$ cat src/rtl/ape_perm_iter.sv
// rtl/ape_perm_iter.sv - iterative segment-swap permutation with round constants
// Runs ROUNDS rounds, RPC per clock, forward or inverse; valid/ready in and out.
module ape_perm_iter #(
  parameter int W      = 50,
  parameter int LO     = 20,
  parameter int HI     = 20,
  parameter int ROUNDS = 12,
  parameter int RPC    = 1
) (
  input  logic         clk,
  input  logic         rst_n,
  input  logic         in_valid,
  output logic         in_ready,
  input  logic [W-1:0] din,
  input  logic         mode,
  input  logic         flush,
  output logic         out_valid,
  input  logic         out_ready,
  output logic [W-1:0] dout,
  output logic         busy
);

  localparam logic [1:0] S_IDLE = 2'd0;
  localparam logic [1:0] S_RUN  = 2'd1;
  localparam logic [1:0] S_DONE = 2'd2;

  localparam logic [7:0] ROUNDS_C = 8'(ROUNDS);
  localparam logic [7:0] RPC_C    = 8'(RPC);
  localparam logic [7:0] LAST_C   = 8'(ROUNDS - 1);

  logic [1:0]   st_q, st_d;
  logic [W-1:0] s_q, s_d;
  logic [7:0]   cnt_q, cnt_d;
  logic         mode_q, mode_d;
  logic [W-1:0] rnd;
  logic [7:0]   idx;

  // Swap low and high segments, then inject rc = index+1 into the bottom byte.
  function automatic logic [W-1:0] fwd_round(input logic [W-1:0] s, input logic [7:0] ri);
    logic [W-1:0] t;
    t      = {s[LO-1:0], s[W-HI-1:LO], s[W-1:W-HI]};
    t[7:0] = t[7:0] ^ (ri + 8'd1);
    return t;
  endfunction

  function automatic logic [W-1:0] inv_round(input logic [W-1:0] s, input logic [7:0] ri);
    logic [W-1:0] u;
    u      = s;
    u[7:0] = u[7:0] ^ (ri + 8'd1);
    return {u[HI-1:0], u[W-LO-1:HI], u[W-1:W-LO]};
  endfunction

  // Inverse walks the round index downward from ROUNDS-1.
  always_comb begin
    rnd = s_q;
    idx = cnt_q;
    for (int j = 0; j < RPC; j++) begin
      idx = cnt_q + 8'(j);
      if (mode_q) rnd = inv_round(rnd, LAST_C - idx);
      else        rnd = fwd_round(rnd, idx);
    end
  end

  always_comb begin
    st_d   = st_q;
    s_d    = s_q;
    cnt_d  = cnt_q;
    mode_d = mode_q;
    if (flush) begin
      st_d  = S_IDLE;
      cnt_d = 8'd0;
    end else begin
      case (st_q)
        S_IDLE: if (in_valid) begin
          s_d    = din;
          mode_d = mode;
          cnt_d  = 8'd0;
          st_d   = S_RUN;
        end
        S_RUN: begin
          s_d   = rnd;
          cnt_d = cnt_q + RPC_C;
          if (cnt_q + RPC_C == ROUNDS_C) st_d = S_DONE;
        end
        S_DONE: if (out_ready) st_d = S_IDLE;
        default: st_d = S_IDLE;
      endcase
    end
  end

  always_ff @(posedge clk or negedge rst_n) begin
    if (!rst_n) begin
      st_q   <= S_IDLE;
      s_q    <= '0;
      cnt_q  <= 8'd0;
      mode_q <= 1'b0;
    end else begin
      st_q   <= st_d;
      s_q    <= s_d;
      cnt_q  <= cnt_d;
      mode_q <= mode_d;
    end
  end

  assign in_ready  = (st_q == S_IDLE) && !flush;
  assign out_valid = (st_q == S_DONE);
  assign busy      = (st_q != S_IDLE);
  assign dout      = s_q;

endmodule

$ cat config.mk
export PLATFORM = sky130hd
export DESIGN_NAME = ape_perm_iter
export DESIGN_NICKNAME = d
export VERILOG_FILES = /design/src/rtl/ape_perm_iter.sv
export SDC_FILE = /design/constraint.sdc
export NUM_CORES = 1
export LEC_CHECK = 0
export CAP_MARGIN = 0
export CORE_MARGIN = 2
export CORE_UTILIZATION = 63
export DETAILED_ROUTE_END_ITERATION = 8
export DONT_BUFFER_PORTS = 1
export MAX_ROUTING_LAYER = met4
export PLACE_DENSITY = 0.79
export SLEW_MARGIN = 20
export SYNTH_ARGS = -nofsm -noshare
export SYNTH_HDL_FRONTEND = slang
export SYNTH_SLANG_ARGS = --single-unit
export TNS_END_PERCENT = 30
$ cat constraint.sdc
create_clock -name clk -period 2.3 [get_ports clk]
set_input_delay 0.23 -clock clk [delete_from_list [all_inputs] [get_ports clk]]
set_output_delay 0.23 -clock clk [all_outputs]
set_load 0.01 [all_outputs]
Yosys cells after proc, flatten, opt, wreduce, memory -nomap -nowiden. Cells that the tools add are included.

Output and inout port bits: 53. Input bits: 56. Flip-flop bits (word level): 61.

Bitwise logic cells: 4. Muxes and demuxes: 11. Equal/unequal tests: 7. $add $sub $neg: 3. Reductions and logical operators: 11.

Operators with widths (count): one-hot mux 50 bit (2 select lines) (1); 2-to-1 mux 50 bit (1); 2-to-1 mux 38 bit (1); adder 8 x 1 -> 8 bit (second input constant) (2); 2-to-1 mux 8 bit (2); one-hot mux 8 bit (2 select lines) (1); bitwise XOR 8 bit (2); AND reduction 3 bit (3); == test 8 x 4 -> 1 bit (second input constant) (1); 2-to-1 mux 2 bit (4); subtractor 4 x 8 -> 8 bit (first input constant) (1); != test 3 bit (second input constant) (2); one-hot mux 2 bit (3 select lines) (1); AND reduction 4 bit (1); nonzero test 2 bit (2); != test 3 x 2 -> 1 bit (second input constant) (1); nonzero test 3 bit (1); == test 2 x 1 -> 1 bit (second input constant) (1); == test 2 bit (second input constant) (1); logical NOT 2 bit (1); != test 2 bit (second input constant) (1); NOT 1 bit (2); AND reduction 2 bit (1); logical AND 1 bit (1); logical NOT 1 bit (1).

Longest topological paths before layout. Gate-level depths: netlist of run 1.

Depth after elaboration: 5. Depth in mapped cells: 8. Depth with buffers taken out: 7.

Worst setup path after synthesis of run 1. Ideal clock, no wire load.

Path type: register to register. Start point: register cnt_q[0]. End point: register s_q[36], in the netlist dout[36]. Cell stages (with the launch flop): 9. Data arrival time: 1643 ps. Buffers on the path: 1. Setup slack: 527 ps. Path through: dfrtp_1 -> buf_4 -> inv_1 -> ha_1 -> and3b_1 -> or4_1 -> nand3_1 -> xor2_1 -> o21ai_1.

Cells in the longest elaborated chain, start to end: 5.

Ends and longest elaborated chain: start: declaration (line 33) `logic [7:0] cnt_q, cnt_d;`; start signal: assignment (line 100) `cnt_q <= cnt_d;`; subtractor 4 x 8 -> 8 bit (line 59) `if (mode_q) rnd = inv_round(rnd, LAST_C - idx);`; adder 8 x 1 -> 8 bit (line 49) `u[7:0] = u[7:0] ^ (ri + 8'd1);`; bitwise XOR 8 bit (line 49); 2-to-1 mux 38 bit (line 59); one-hot mux 50 bit (2 select lines) (line 73) `case (st_q)`; end signal: assignment (line 94) `s_q <= '0;`; end signal: assignment (line 99) `s_q <= s_d;`; end: declaration (line 32) `logic [W-1:0] s_q, s_d;`.

No other way between the ends. The select of a mux whose other input is x is not followed. A chain may end at the register's enable or synchronous reset.

Worst setup path in the final report of run 1.
Start point: register st_q[1]. End point: register s_q[15], in the netlist dout[15].

Cells in the longest elaborated chain, start to end: 3. Elaborated cells between the ends (all ways): 6. Those cells by class: eq/ne (2); mux (1); reduce/logical (3).

Ends and longest elaborated chain: start: declaration (line 31) `logic [1:0] st_q, st_d;`; start signal: assignment (line 98) `st_q <= st_d;`; == test 2 x 1 -> 1 bit / logical NOT 2 bit (equally long branches) (line 73); nonzero test 2 bit (no source line) / != test 2 bit (equally long branches); AND reduction 3 bit (no source line).

Several ways; a longest one is shown, not always the timed one.

==> results of run 1 <==
==> Yosys cell counts (2+ instances only) <==
cell	count
a21oi_1	10
nor2b_1	4
buf_6	2
nor2_1	40
buf_2	9
inv_1	6
clkbuf_1	12
a22oi_1	6
o22ai_1	3
mux2i_1	3
o31ai_1	4
a221o_1	2
o21ai_1	2
ha_1	3
xor2_1	10
or3_1	5
a31oi_1	26
and3_1	4
nand2_1	93
nor3_1	4
o21ai_0	18
o21a_1	3
xnor2_1	7
dfrtp_1	61
buf_4	4
nand3_1	9
==> area by class of cell <==
class                      instances  share of cell area, %
timing repair buffer              16                   4.83
tap                               70                   2.45
sequential                        61                   42.7
multi-input combinational        281                   43.8
inverter                           6                  0.630
clock inverter                     4                   1.33
clock buffer                      11                   4.24
==> per-stage QoR <==
step / hold slack, ns / cell area (µm²) / instances
global route: 0.00942 / 3570 / 449
detailed placement: -0.0643 / 3270 / 425
floorplan: -0.0656 / 3260 / 376
CTS: 0.00233 / 3560 / 448
finish: 0.0141 / 3570 / 449
global placement: -0.0641 / 3270 / 425
==> metal layers <==
metal / vias up / GRT usage, %
met2: 118 / 38.4
met1: 1262 / 38.8
met3: 7 / 5.95
met4: 0 / 10.9
li1: 1290 / -
met5: - / -
==> registers in the layout, summed over array words and instances, names as in the netlist <==
name,flops
mode_q,1
cnt_q,8
st_q,2
dout,50
==> power breakdown <==
part / internal (µW) / total [µW] / switching (µW)
combinational: 258 / 563 / 305
sequential: 1310 / 1690 / 380
clock: 550 / 949 / 399
total: 2120 / 3200 / 1080
==> logic make-up (layout without fill, tap and decap cells) <==
| kind of cell | after synthesis | in the layout | synth area share, % |
|---|---|---|---|
| and+or+nand+nor | 175 | 175 | 24.7 |
| buffers and inverters | 34 | 37 | 5.18 |
| muxes | 4 | 4 | 1.27 |
| AOI/OAI and AO/OA | 82 | 82 | 16.2 |
| xor gates and xnor gates | 17 | 17 | 4.57 |
| adders and majority gates | 3 | 3 | 1.15 |
| DFF | 61 | 61 | 46.9 |
==> final timing paths <==
kind                       endpoint  slack, ns
max                        dout[15]       0.32
max reg2reg                dout[15]       0.32
max in group asynchronous  dout[26]       1.58
min                        dout[25]       0.01
min in group asynchronous   dout[5]       0.45
min reg2reg                dout[22]       0.55
==> results by group, run 1 <==
Outcome
  – Status: finished, final reports clean

GRT
  – Total track usage: 27.2%
  – First-pass GRT wire length: 12200 µm
  – Vias in the first global route: 2475
  – Largest net degree at the start of global routing: 62
  – Global route total overflow: 0
  – Antenna violations before repair: 0

Critical path
  – Setup CP Type: reg -> reg
  – Startpoint types: flip-flop
  – Worst-path cell chain: or4b_4 > nand2_2 > buf_12 > nor2_1 > a31oi_1
  – Family with the most delay on the worst path: simple AND/OR/NAND/NOR gates
  – Worst setup path startpoint: st_q[1]
  – Crit path arrival time: between 2 and 2.5 ns
  – Critical path buffers and inverters: 1
  – Worst reg-to-reg path cell count: 5
  – Crit-path slowest cell: or4b_4
  – Worst endpoint required time: 2.54 ns
  – Reg-to-reg startpoint: st_q[1]
  – Max stage delay on crit path: about 0.67 ns
  – CP max FO: 40
  – Worst Setup End Kind: flip-flop
  – CP Depth: 5

Synthesis
  – Post-synth EDFFs: 0
  – Count of cell types in the netlist: 52
  – Yosys reg bits: ~60
  – YS warnings: 0
  – Top cell type's share of synthesized area: a little under half
  – Yosys top cell by area: dfrtp_1
  – Post-Syn Area: 3260 µm²
  – Main synth FF type: dfrtp_1
  – Syn Nets: 435
  – Area contributors post-synth: dfrtp_1, nand2_1, a31oi_1
  – Synth Area per Inst: 8.67 µm²
  – Register area share after synthesis: a little under half
  – Post-synth ARST share: 100%
  – Cells after Synth: approximately 380

Timing
  – Setup Total Neg Slack: 0 ns
  – Worst-Margin Slew: around 0.76 ns
  – RSZ-0062 raised after global routing: false
  – Fmax: 0.504 GHz
  – Final setup fails: 0
  – Tmin final: 1.98 ns
  – Setup ws final: around 0.32 ns
  – Headroom to the max-slew limit: roughly half
  – Final period util: ~86%
  – Skew final: between 0.009 and 0.01 ns
  – Final Max Tran Viols: 0
  – Final hold vios: 0

Floorplan
  – Initial cell density of the core: around 65%
  – Core area: 5040 µm²
  – Die width: around 76 µm
  – Die Area: roughly 5800 µm²
  – # rows: 26
  – Die H: 75.9 µm
  – I/O pins: ~110

Clock tree
  – Root Driver: clkbuf_8
  – Clock tree from TritonCTS: done
  – H-tree level count: 3
  – Clock slew at reported path FFs: approximately 0.06 ns
  – Post-CTS sizing: 0
  – Number of setup buffers added after CTS: 0
  – Hold-fix buffers at CTS: 8
  – Clock latency on the worst-skew pair: around 0.33 ns
  – Clock Tree Buf Depth: 2
  – Number of buffers created by CTS: 9
  – CTS sink count: between 60 and 70

Drt
  – Vias: roughly 2700
  – Met1 wire length: ~3300 µm
  – Drt first-iter violations: ~190
  – DRC Markers: 0
  – Routed WL: 7340 µm
  – Routed length per instance: roughly 16 µm
  – Max Used Layer: met4
  – Met2 WL post-DR: between 3000 and 4000 µm
  – Met3 WL: about 610 µm
  – Pre-antenna DRT Iters: 4
  – Via/cell ratio: 5.96
  – Post-route ant nets: 0

Finish
  – Multi-input logic area: about 1600 µm²
  – Nets: about 430
  – Commonest non-fill, non-tap cell in the layout: nand2_1
  – Fill count: between 400 and 500
  – Seq. cell area: 1530 µm²
  – Core Util, Final: 70.9%
  – Proportion of layout cells with a drive suffix above 1: about 8.7%
  – Commonest non-fill, non-tap cells in the layout: nand2_1, dfrtp_1, nor2_1
  – Layout area overhead: 9.68%
  – Ant. Diodes: 0

Placement
  – PortBufs: 0
  – RePlAce Congestion: approximately 0.81
  – DP Wirelength: just under 5000 µm
  – Setup WS pre-CTS: about 0.33 ns

Worst hold path
  – Hold Path Stages: 2
  – Min-delay worst type: in -> reg
  – HP Start: din[25]

Power
  – VDD IR max: 544 µV
  – Power density over cell area: roughly 900 nW/µm²
  – Power Total: 3200 µW
  – Lkg Pwr: between 0.0015 and 0.002 µW

Flow run
  – Number of max-cap violations: 0
(Power assumes the default switching activity.)
==> inputs of run 2 (changes only) <==
--- a/config.mk
+++ b/config.mk
@@ -12,6 +12,7 @@
 export DONT_BUFFER_PORTS = 1
 export MAX_ROUTING_LAYER = met4
 export PLACE_DENSITY = 0.79
+export REMOVE_ABC_BUFFERS = 1
 export SLEW_MARGIN = 20
 export SYNTH_ARGS = -nofsm -noshare
 export SYNTH_HDL_FRONTEND = slang
==> run 2 against run 1 <==
Effect of this change:
- wire length barely moved
- critical path type unchanged
- sequential power barely moved
- largest power group unchanged
- highest routed layer unchanged
- largest cell class unchanged
- utilization rose by 0.22 points
==> results by group, run 2 (synthesized netlist as in run 1, its figures left out) <==
Clock tree
  – Clock latency on the worst-skew pair: 0.33 ns (about the same)
  – Clock slew at reported path FFs: 0.06 ns (about the same)
  – Root Driver: clkbuf_8
  – Clock tree from TritonCTS: done
  – H-tree level count: 3 (unchanged)
  – Number of setup buffers added after CTS: 0 (unchanged)
  – CTS sink count: 61 (unchanged)
  – Clock Tree Buf Depth: 2 (unchanged)
  – Post-CTS sizing: 0 (unchanged)
  – Number of buffers created by CTS: 9 (unchanged)

Timing
  – Fmax: 0.500 GHz (-0.97%)
  – Tmin final: 2.00 ns (+0.0193 ns)
  – Final hold vios: 0 (unchanged)
  – Setup Total Neg Slack: 0 ns (unchanged)
  – Final period util: 87.0% (+0.84 points)
  – Final Max Tran Viols: 0 (unchanged)
  – Skew final: 0.00601 ns (-0.00377 ns)
  – Worst-Margin Slew: 0.832 ns (+0.0698 ns)
  – Final setup fails: 0 (unchanged)
  – Headroom to the max-slew limit: 44.4% (-4.7 points)
  – RSZ-0062 raised after global routing: false
  – Hold_ws: 0.0138 ns (-0.000245 ns)

Critical path
  – Worst Setup EP: dout[40]
  – Worst endpoint required time: 2.54 ns (about the same)
  – CP max FO: 40 (unchanged)
  – Startpoint types: flip-flop
  – Crit path arrival time: 2.25 ns (+0.03 ns)
  – Worst reg-to-reg path cell count: 5 (unchanged)
  – Worst Setup End Kind: flip-flop
  – Reg-to-reg startpoint: st_q[1]
  – Worst setup path startpoint: st_q[1]
  – Reg2reg setup slack: 0.30 ns (-0.02 ns)
  – Setup CP Type: reg -> reg
  – RR Endpoint: dout[40]

Power
  – VDD IR max: 469 µV (-14%)
  – Lkg Pwr: 0.00159 µW (about the same)
  – Power density over cell area: 910 nW/µm² (+1.5%)
  – Power Total: 3260 µW (+1.8%)

Finish
  – Commonest non-fill, non-tap cell in the layout: nand2_1
  – Ant. Diodes: 0 (unchanged)
  – Fin cells: 450 (+0.22%)
  – Fill count: 388 (-3.5%)
  – Layout area overhead: 10.0%
  – Commonest non-fill, non-tap cells in the layout: nand2_1, dfrtp_1, nor2_1
  – Max FFs per register: 50 (unchanged)
  – Proportion of layout cells with a drive suffix above 1: 7.89% (-0.81 points)
  – Finished Cell Area: 3580 µm² (+0.32%)
  – Nets: 434 (unchanged)

GRT
  – First-pass GRT wire length: 12500 µm (+2.0%)
  – Global route total overflow: 0 (unchanged)
  – Vias in the first global route: 2593 (+4.8%)
  – Largest net degree at the start of global routing: 62 (unchanged)
  – Total track usage: 28.0% (+0.72 points)
  – Antenna violations before repair: 0 (unchanged)

Drt
  – Vias: 2699 (+0.82%)
  – Via/cell ratio: 6.00 (+0.60%)
  – Drt first-iter violations: 177 (-7.3%)
  – DRC Markers: 0 (unchanged)
  – Routed length per instance: 16.3 µm (-0.26%)
  – Pre-antenna DRT Iters: 4 (unchanged)
  – Post-route ant nets: 0 (unchanged)
  – Routed WL: 7330 µm (about the same)

Floorplan
  – Die width: 75.9 µm (unchanged)
  – Die Area: 5760 µm² (unchanged)
  – # rows: 26 (unchanged)
  – Initial cell density of the core: 64.6% (unchanged)
  – Die H: 75.9 µm (unchanged)
  – I/O pins: 109 (unchanged)
  – Core area: 5040 µm² (unchanged)

Placement
  – Placed cell areas: 3260 µm² (-0.23%)
  – RePlAce Congestion: 0.830 (+1.8%)
  – Placed Cells: 424 (-0.24%)
  – DP Wirelength: 4790 µm (-2.5%)
  – PortBufs: 0 (unchanged)

Outcome
  – Status: finished, final reports clean

Flow run
  – Number of max-cap violations: 0 (unchanged)

Worst hold path
  – Min-delay worst type: in -> reg
==> run 2: changes by cell type in the layout (fill, tap and decap cells not counted), sizes merged <==
cell	change
bufinv	+1
dlygate4sd3	+1
buf	-1
clkbuf	+1
clkinv	-1
==> run 2: worst max-delay path, cell delays in order, from the launching register on <==
cell	delay [ns]
dfrtp_1	0.50
or4b_4	0.67
nand2_2	0.28
buf_12	0.23
nor2_1	0.05
a31oi_1	0.16
==> run 2: layer usage <==
metal / vias up / GRT usage [%] / part of all wire (%)
met2: 113 / 43.1 / 49
met5: - / - / 0
li1: 1286 / - / -
met1: 1293 / 35.9 / 41
met4: 0 / 12.0 / 0.98
met3: 7 / 6.43 / 8.9
==> run 2: cell type report <==
class / count / area, µm² / area share (%)
Inverter: 6 / 22.5 / 0.628
Multi-Input combinational cell: 281 / 1570 / 43.7
Timing Repair Buffer: 16 / 175 / 4.89
Tap cell: 70 / 87.6 / 2.44
Sequential cell: 61 / 1530 / 42.6
Clock inverter: 4 / 72.6 / 2.02
Clock buffer: 12 / 135 / 3.77
==> run 2: stage by stage <==
stage               setup WS, ns  util, %
floorplan                  0.186        -
global placement           0.367     64.6
detailed placement         0.291     64.6
CTS                        0.294     70.9
global route               0.156     71.1
finish                     0.298     71.1
==> run 2: worst min-delay path by stage <==
stage	startpoint	end	cells past startpoint	slack [ns]
2_1_floorplan	rst_n	cnt_q[0]	0	-0.07
3_3_place_gp	rst_n	dout[27]	0	-0.06
3_5_place_dp	rst_n	dout[21]	0	-0.06
4_1_cts	din[23]	dout[23]	2	0.0005
5_1_grt	din[26]	dout[26]	2	0.006
6_report	din[21]	dout[21]	2	0.01
==> run 2: repair_timing <==
action | in CTS | in global routing
setup endpoints to repair | 0 | 0
hold endpoints to repair | 68 | 1
hold buffers | 9 | 1
==> run 2: where the power goes <==
| group | internal [µW] | switching, µW |
|---|---|---|
| clock | 609 | 396 |
| sequential | 1310 | 382 |
| combinational | 254 | 308 |
